`src/rtl/afe_spi_arbiter.sv`:
```
// ---------------------------------------------------------------------------
// afe_spi_arbiter
//
// Shares one SPI shift engine between the two AFE attenuator/switch channels.
// Each channel presents a valid/ready write request; a round-robin arbiter
// accepts one word at a time, shifts it MSB-first on the granted channel's
// SCK/SDI and then pulses that channel's latch enable.
//
// Parameters:
//   CLK_RATE      sysClk frequency in Hz
//   SPI_CLK_RATE  target SCK frequency in Hz
//   DATA_WIDTH    bits per SPI word
//
// Ports:
//   sysClk        system clock
//   sysReset      synchronous, active-high reset
//   reqValid[1:0] per-channel write request
//   reqData       channel i word at [i*DATA_WIDTH +: DATA_WIDTH]
//   reqBroadcast  (AFE_SPI_BROADCAST_EN only) drive channel 0 word on both
//   reqReady[1:0] combinational accept qualifier, IDLE only
//   busy          transaction in progress
//   grant         channel currently being served
//   done[1:0]     one-cycle end-of-transaction strobe
//   AFE_SPI_CLK   per-channel SCK (registered)
//   AFE_SPI_SDI   per-channel serial data (registered)
//   AFE_SPI_LE    per-channel latch enable, active-high (registered)
//
// Optional feature macro: AFE_SPI_BROADCAST_EN
// ---------------------------------------------------------------------------
module afe_spi_arbiter #(
   parameter int CLK_RATE     = 99999001,
   parameter int SPI_CLK_RATE = 10000000,
   parameter int DATA_WIDTH   = 24
) (
   input  logic                    sysClk,
   input  logic                    sysReset,
   input  logic [1:0]              reqValid,
   input  logic [2*DATA_WIDTH-1:0] reqData,
`ifdef AFE_SPI_BROADCAST_EN
   input  logic                    reqBroadcast,
`endif
   output logic [1:0]              reqReady,
   output logic                    busy,
   output logic                    grant,
   output logic [1:0]              done,
   output logic [1:0]              AFE_SPI_CLK,
   output logic [1:0]              AFE_SPI_SDI,
   output logic [1:0]              AFE_SPI_LE
);

   // Half SCK period in sysClk cycles, rounded up and never below one.
   localparam longint H_RAW = (longint'(CLK_RATE) + 2 * longint'(SPI_CLK_RATE) - 1)
                              / (2 * longint'(SPI_CLK_RATE));
   localparam int H  = (H_RAW < 1) ? 1 : int'(H_RAW);
   localparam int CW = (H > 1) ? $clog2(H) : 1;
   localparam int BW = (DATA_WIDTH > 1) ? $clog2(DATA_WIDTH) : 1;
   localparam logic [CW-1:0] H_LAST   = CW'(H - 1);
   localparam logic [BW-1:0] BIT_LAST = BW'(DATA_WIDTH - 1);

   typedef enum logic [2:0] {IDLE, SETUP, SCK_HI, SCK_LO, LATCH, GAP} state_t;

   state_t                state, state_n;
   logic [CW-1:0]         hcnt, hcnt_n;
   logic [BW-1:0]         bcnt, bcnt_n;
   logic [DATA_WIDTH-1:0] shreg, shreg_n;
   logic                  grant_n;
   logic                  last, last_n;
   logic                  bcast, bcast_n;
   logic [1:0]            done_n;
   logic                  phase_end;
   logic                  winner;
   logic                  accept;
   logic                  bcast_req;
   logic [1:0]            lane;
   logic [1:0]            sck_n, sdi_n, le_n;

`ifdef AFE_SPI_BROADCAST_EN
   assign bcast_req = reqBroadcast;
`else
   assign bcast_req = 1'b0;
`endif

   // Round-robin: a lone request wins; on a tie the channel not served last wins.
   always_comb begin
      winner = 1'b0;
      if (reqValid == 2'b10)
         winner = 1'b1;
      else if (reqValid == 2'b11)
         winner = ~last;
   end

   assign reqReady  = (state == IDLE && !sysReset)
                      ? ((winner ? 2'b10 : 2'b01) & reqValid) : 2'b00;
   assign accept    = |reqReady;
   assign busy      = (state != IDLE);
   assign phase_end = (hcnt == H_LAST);

   // State register
   always_ff @(posedge sysClk) begin
      if (sysReset) begin
         state <= IDLE;
         hcnt  <= '0;
         bcnt  <= '0;
         grant <= 1'b0;
         last  <= 1'b1;
         bcast <= 1'b0;
         done  <= 2'b00;
      end else begin
         state <= state_n;
         hcnt  <= hcnt_n;
         bcnt  <= bcnt_n;
         grant <= grant_n;
         last  <= last_n;
         bcast <= bcast_n;
         done  <= done_n;
      end
   end

   // Next-state logic
   always_comb begin
      state_n = state;
      hcnt_n  = hcnt;
      bcnt_n  = bcnt;
      shreg_n = shreg;
      grant_n = grant;
      last_n  = last;
      bcast_n = bcast;
      done_n  = 2'b00;
      if (state != IDLE)
         hcnt_n = phase_end ? '0 : hcnt + CW'(1);
      case (state)
         IDLE: begin
            if (accept) begin
               state_n = SETUP;
               hcnt_n  = '0;
               bcnt_n  = '0;
               shreg_n = winner ? reqData[2*DATA_WIDTH-1:DATA_WIDTH]
                                : reqData[DATA_WIDTH-1:0];
               grant_n = winner;
               last_n  = winner;
               bcast_n = ~winner & bcast_req;
            end
         end
         SETUP:  if (phase_end) state_n = SCK_HI;
         SCK_HI: begin
            // Shift while leaving SCK high so the next bit appears on the falling edge.
            if (phase_end) begin
               state_n = SCK_LO;
               shreg_n = {shreg[DATA_WIDTH-2:0], 1'b0};
            end
         end
         SCK_LO: begin
            if (phase_end) begin
               if (bcnt == BIT_LAST) begin
                  state_n = LATCH;
               end else begin
                  bcnt_n  = bcnt + BW'(1);
                  state_n = SCK_HI;
               end
            end
         end
         LATCH:  if (phase_end) state_n = GAP;
         GAP: begin
            if (phase_end) begin
               state_n = IDLE;
               done_n  = bcast ? 2'b11 : (grant ? 2'b10 : 2'b01);
            end
         end
         default: state_n = IDLE;
      endcase
   end

   // Output logic: pin values are derived from the next state so the
   // registered pins line up with the state register.
   always_comb begin
      lane  = bcast_n ? 2'b11 : (grant_n ? 2'b10 : 2'b01);
      sck_n = 2'b00;
      sdi_n = 2'b00;
      le_n  = 2'b00;
      case (state_n)
         SETUP, SCK_LO: sdi_n = lane & {2{shreg_n[DATA_WIDTH-1]}};
         SCK_HI: begin
            sck_n = lane;
            sdi_n = lane & {2{shreg_n[DATA_WIDTH-1]}};
         end
         LATCH:   le_n = lane;
         default: ;
      endcase
   end

   always_ff @(posedge sysClk) begin
      if (sysReset) begin
         shreg       <= '0;
         AFE_SPI_CLK <= 2'b00;
         AFE_SPI_SDI <= 2'b00;
         AFE_SPI_LE  <= 2'b00;
      end else begin
         shreg       <= shreg_n;
         AFE_SPI_CLK <= sck_n;
         AFE_SPI_SDI <= sdi_n;
         AFE_SPI_LE  <= le_n;
      end
   end

endmodule

```
`config.mk`:
```
export PLATFORM = sky130hd
export DESIGN_NAME = afe_spi_arbiter
export DESIGN_NICKNAME = d
export VERILOG_FILES = /design/src/rtl/afe_spi_arbiter.sv
export SDC_FILE = /design/constraint.sdc
export NUM_CORES = 1
export LEC_CHECK = 0
export ABC_AREA = 1
export CELL_PAD_IN_SITES_DETAIL_PLACEMENT = 1
export CELL_PAD_IN_SITES_GLOBAL_PLACEMENT = 1
export CORE_AREA = 2 2 90 92
export CTS_CLUSTER_DIAMETER = 150
export DETAILED_ROUTE_END_ITERATION = 16
export DIE_AREA = 0 0 92 94
export PLACE_DENSITY = 0.9
export SLEW_MARGIN = 5
export SYNTH_ARGS = -nofsm -noshare
export SYNTH_HDL_FRONTEND = slang
export SYNTH_SLANG_ARGS = --single-unit
```
`constraint.sdc`:
```
create_clock -name sysClk -period 1.9 [get_ports sysClk]
set_input_delay 0.475 -clock sysClk [delete_from_list [all_inputs] [get_ports sysClk]]
set_output_delay 0.475 -clock sysClk [all_outputs]
set_load 0.02 [all_outputs]
```
# == After elaboration in Yosys (flattened, before gate mapping) ==
# Index checks and enable logic that the tools add are counted.
# W data, S select, Z words.
# word_totals
reg_bits,46
word_cells,86
# op_classes
addsub,2
eq_ne,17
mux,32
bitwise,8
n_reduce_logical,15
# op_table
op,n
$mux W24,3
$pmux W24 S2,1
$mux W3,11
$pmux W3 S6,1
$mux W5,3
$eq A3 B2 Y1 const B,4
$eq A3 B3 Y1 const B,4
$mux W2,6
$pmux W5 S2,1
$ne A2 B2 Y1 const B,4
$reduce_or A2 Y1,4
$eq A3 B1 Y1 const B,2
$mux W1,6
$not A1 Y1,6
$reduce_or A3 Y1,2
$add A5 B1 Y5 const B,1
$eq A5 B5 Y1 const B,1
$and A2 B2 Y2,2
$eq A2 B2 Y1 const B,2
$reduce_and A4 Y1,1
$reduce_bool A2 Y1,2
$add A3 B1 Y3 const B,1
$logic_not A3 Y1,1
$reduce_and A3 Y1,1
other kinds (4),4

# == Longest topological paths before layout ==
# depth
depth_word,13
ltp_mapped,11

# == Worst setup path before layout ==
# OpenSTA, ideal clock, no wires.
# synth_path
path_type,input -> output
from,in reqValid[0]
to,out reqReady[0]
arrival_ns,1.465
path_slack_ns,-0.040
path_stages,5
path_cell_list,nand2_1 nand2_4 inv_4 clkbuf_1 nor3_1
# synth_via
elab_chain_len,6
# synth_rtl
element,line_no,source
from (decl),37,"input logic [1:0] reqValid,"
$eq A2 B2 Y1,88,else if (reqValid == 2'b11)
$mux W1,88,
$mux W1,86,if (reqValid == 2'b10)
$mux W2,93,? ((winner ? 2'b10 : 2'b01) & reqValid) : 2'b00;
$and A2 B2 Y2 *,93,
$mux W2 *,93,
to (decl),42,"output logic [1:0] reqReady,"
# Every way passes the cells marked *; elsewhere a longest branch is shown, timed or not.

# == Worst setup path after layout ==
# layout_path
from,reg grant
to,out grant
# layout_rtl
element,line_no,source
from (decl),44,"output logic grant,"
from (signal assigned),112,grant <= grant_n;
# No word-level cell between the ends.

==> results.toml <==
[power]
powerDensity_nw_per_um2 = 614
internal_power_w = 0.00153
leakage_nw = 1.46
ir_worst_vdd_mv = 0.304
clkPwrFrac = 0.277
combPwrFrac = 0.249
switching_power_w = 0.000668
p_seq_frac = 0.475
power_w = 0.00220
swShare = 0.304

[timing]
min_period_over_period = 0.970
hold_viol_final = 0
final_max_slew_viol_count = 0
slew_headroom = 0.650
worst_slack_ns = 0.0573
worst_pin_slew_ns = 0.526
tns_ns = 0
fin_crit_ns = 1.84
fmax_ghz = 0.543
final-setup-viol-count = 0
fin_skew_ns = 0.00723

[critical_path]
cp-end-kind = "output port"
critPathKind = "flop to output port"
cp.arrival_ns = 1.37
cp_slowest_stage_delay_ns = 0.64
crit_slowest_cell = "clkdlybuf4s50_1"
required_ns = 1.42
r2r-start = "hcnt[0]"
worstPathCellList = "clkdlybuf4s50_1"
path_buf_inv = 1
reg2reg_to = "AFE_SPI_SDI[0]"
crit_family = "buffers and inverters"
reg2regPathDepth = 10
startpoint_type = "flop"
rrSetupSlack_ns = 0.13
worstPathMaxFanout = 4

[job]
cap_violations = 0

[finish]
final-seq-area_um2 = 921
num_antenna_cells = 0
post-route-util = 0.471
multi_input_area_um2 = 1410
syn2layout_area_growth_pct = 41.0
fillerInstances = 982
drive_gt1_frac = 0.215
fin_nets = 520

[clock_tree]
cts_buffers = 5
root_buffer = "clkbuf_8"
cts.sinks = 46
cts_tree = "built"
post_cts_buffers = 0
cts.path.max_buffers = 2
htreeDepth = 2
clk_pin_slew_ns = 0.09
clk_latency_ns = 0.31

[routing]
vias = 2708
totalWireLength_mm = 7.77
drc = 0
detail-route-antenna-nets = 0
drt-initial-drc-count = 70
avgRoutedWirePerCell_um = 13.7
first_pass_iters = 4
via_per_inst = 4.77

[global_routing]
antenna_found_initial = 0
grt_pass1_vias = 2790
grt_max_degree = 37
grt_pass1_wl_mm = 12.7
groute.usage.overall = 0.183
overflow = 0

[logic_synthesis]
synth_edf_count = 0
synth_top_area_cell = "dfxtp_1"
ys_seq_area_frac = 0.362
synth.area.top_cells = "dfxtp_1, nand2_1, a21oi_1"
netlist_instances = 379
yosysWarnings = 0
synthArstFlopShare = 0
synth_area_um2 = 2540
synth_top_cells_by_count = "nand2_1, dfxtp_1, nor2_1"
synth.most_common_cell = "nand2_1"
syn_avg_cell_area_um2 = 6.71
synth_top_cell_area_share = 0.362
yosysUniqueCellTypes = 27
synth_ff_type = "dfxtp_1"
synthesis.nets = 434
synth_seq_cells = 46

[placement]
dp_slack_ns = -0.623
place_congestion = 0.878
hpwlAfterDp_mm = 5.76
portBuffers = 63

[hold_path]
hp-class = "flop to flop"
hold_end = "shreg[7]"
holdPathStages = 2
min_from = "shreg[7]"

[floorplan]
core_area_um2 = 7610
die_h_um = 94
num_rows = 32
io_pins = 64
start_util = 0.334
die_area_um2 = 8650
dieWidth_um = 92

[status]
status = "completed"
==> layer usage <==
layer	vias up	GRT usage	share of wire
met2	56	0.353	0.54
met4	0	0.0634	0.020
li1	1353	-	-
met3	11	0.0281	0.027
met5	-	0	0
met1	1288	0.202	0.42
==> cells by family (layout without fill, tap and decap cells) <==
logic type               after synthesis  count (layout)  synth area share
XOR/XNOR                               1               1           0.00344
buffers and inverters                 57             144            0.0994
AO/OA/AOI/OAI                         70              70             0.175
AND/OR/NAND/NOR                      202             202             0.346
flip-flops                            46              46             0.362
adder cells (fa/ha/maj)                3               3            0.0148
==> sequential cells by signal (all words and copies together) (netlist names) <==
register     flops
bcast            1
grant            1
AFE_SPI_LE       2
bcnt             5
AFE_SPI_SDI      2
last             1
AFE_SPI_CLK      2
shreg           24
done             2
hcnt             3
state            3
==> worst max path at each step <==
stage,start,end,cells after the start
6_report,grant,grant,1
5_1_grt,hcnt[0],AFE_SPI_SDI[1],11
4_1_cts,state[0],reqReady[0],5
3_5_place_dp,reqValid[0],reqReady[0],6
3_3_place_gp,reqValid[0],reqReady[0],6
2_1_floorplan,reqValid[0],reqReady[0],5
==> power by group through the flow <==
stage | clock network, W | registers [W] | logic, W
floorplan | 0 | 0.00106 | 0.000301
global placement | 0 | 0.00106 | 0.000520
detailed placement | 0 | 0.00107 | 0.000540
CTS | 0.000624 | 0.00104 | 0.000546
global route | 0.000665 | 0.00105 | 0.000600
finish | 0.000609 | 0.00104 | 0.000547
==> placed cells by master, fill, tap and decap left out, types with 2 or more instances in the layout <==
| cell | synthesis | final |
|---|---|---|
| o21ai_0 | 5 | 5 |
| nand2_2 | 21 | 22 |
| buf_4 | 0 | 29 |
| clkbuf_8 | 0 | 5 |
| dlygate4sd2_1 | 0 | 3 |
| nand4_1 | 3 | 3 |
| inv_1 | 41 | 41 |
| nand2_1 | 113 | 112 |
| a21oi_4 | 1 | 2 |
| a21oi_1 | 42 | 40 |
| nor2_2 | 1 | 4 |
| ha_1 | 3 | 3 |
| dfxtp_1 | 46 | 46 |
| nand3_1 | 10 | 9 |
| buf_12 | 2 | 2 |
| nand2_4 | 2 | 2 |
| nor2_1 | 46 | 43 |
| clkdlybuf4s50_1 | 0 | 57 |
| a21oi_2 | 21 | 22 |
==> cell type report <==
type,instances,area share
inverter,43,0.0457
sequential,46,0.257
multi-input combinational,276,0.394
clock buffer,5,0.0192
timing repair buffer,93,0.243
tap,102,0.0356
clock inverter,3,0.00593
==> metrics by stage <==
step / hold WS [ns] / area (um2) / std cells
detailed placement: 0.455 / 3460 / 560
CTS: 0.471 / 3560 / 568
global route: 0.487 / 3590 / 568
global placement: 0.451 / 3460 / 560
finish: 0.468 / 3590 / 568
floorplan: 0.441 / 2550 / 379
==> timing repair <==
| action | in CTS | in global routing |
|---|---|---|
| endpoints found under the hold margin | 0 | 0 |
| gates resized for setup | 16 | 7 |
| hold buffers | 0 | 0 |
| endpoints found under the setup margin | 41 | 16 |
| gates cloned | 0 | 0 |
Power figures use the tool's default switching activity.
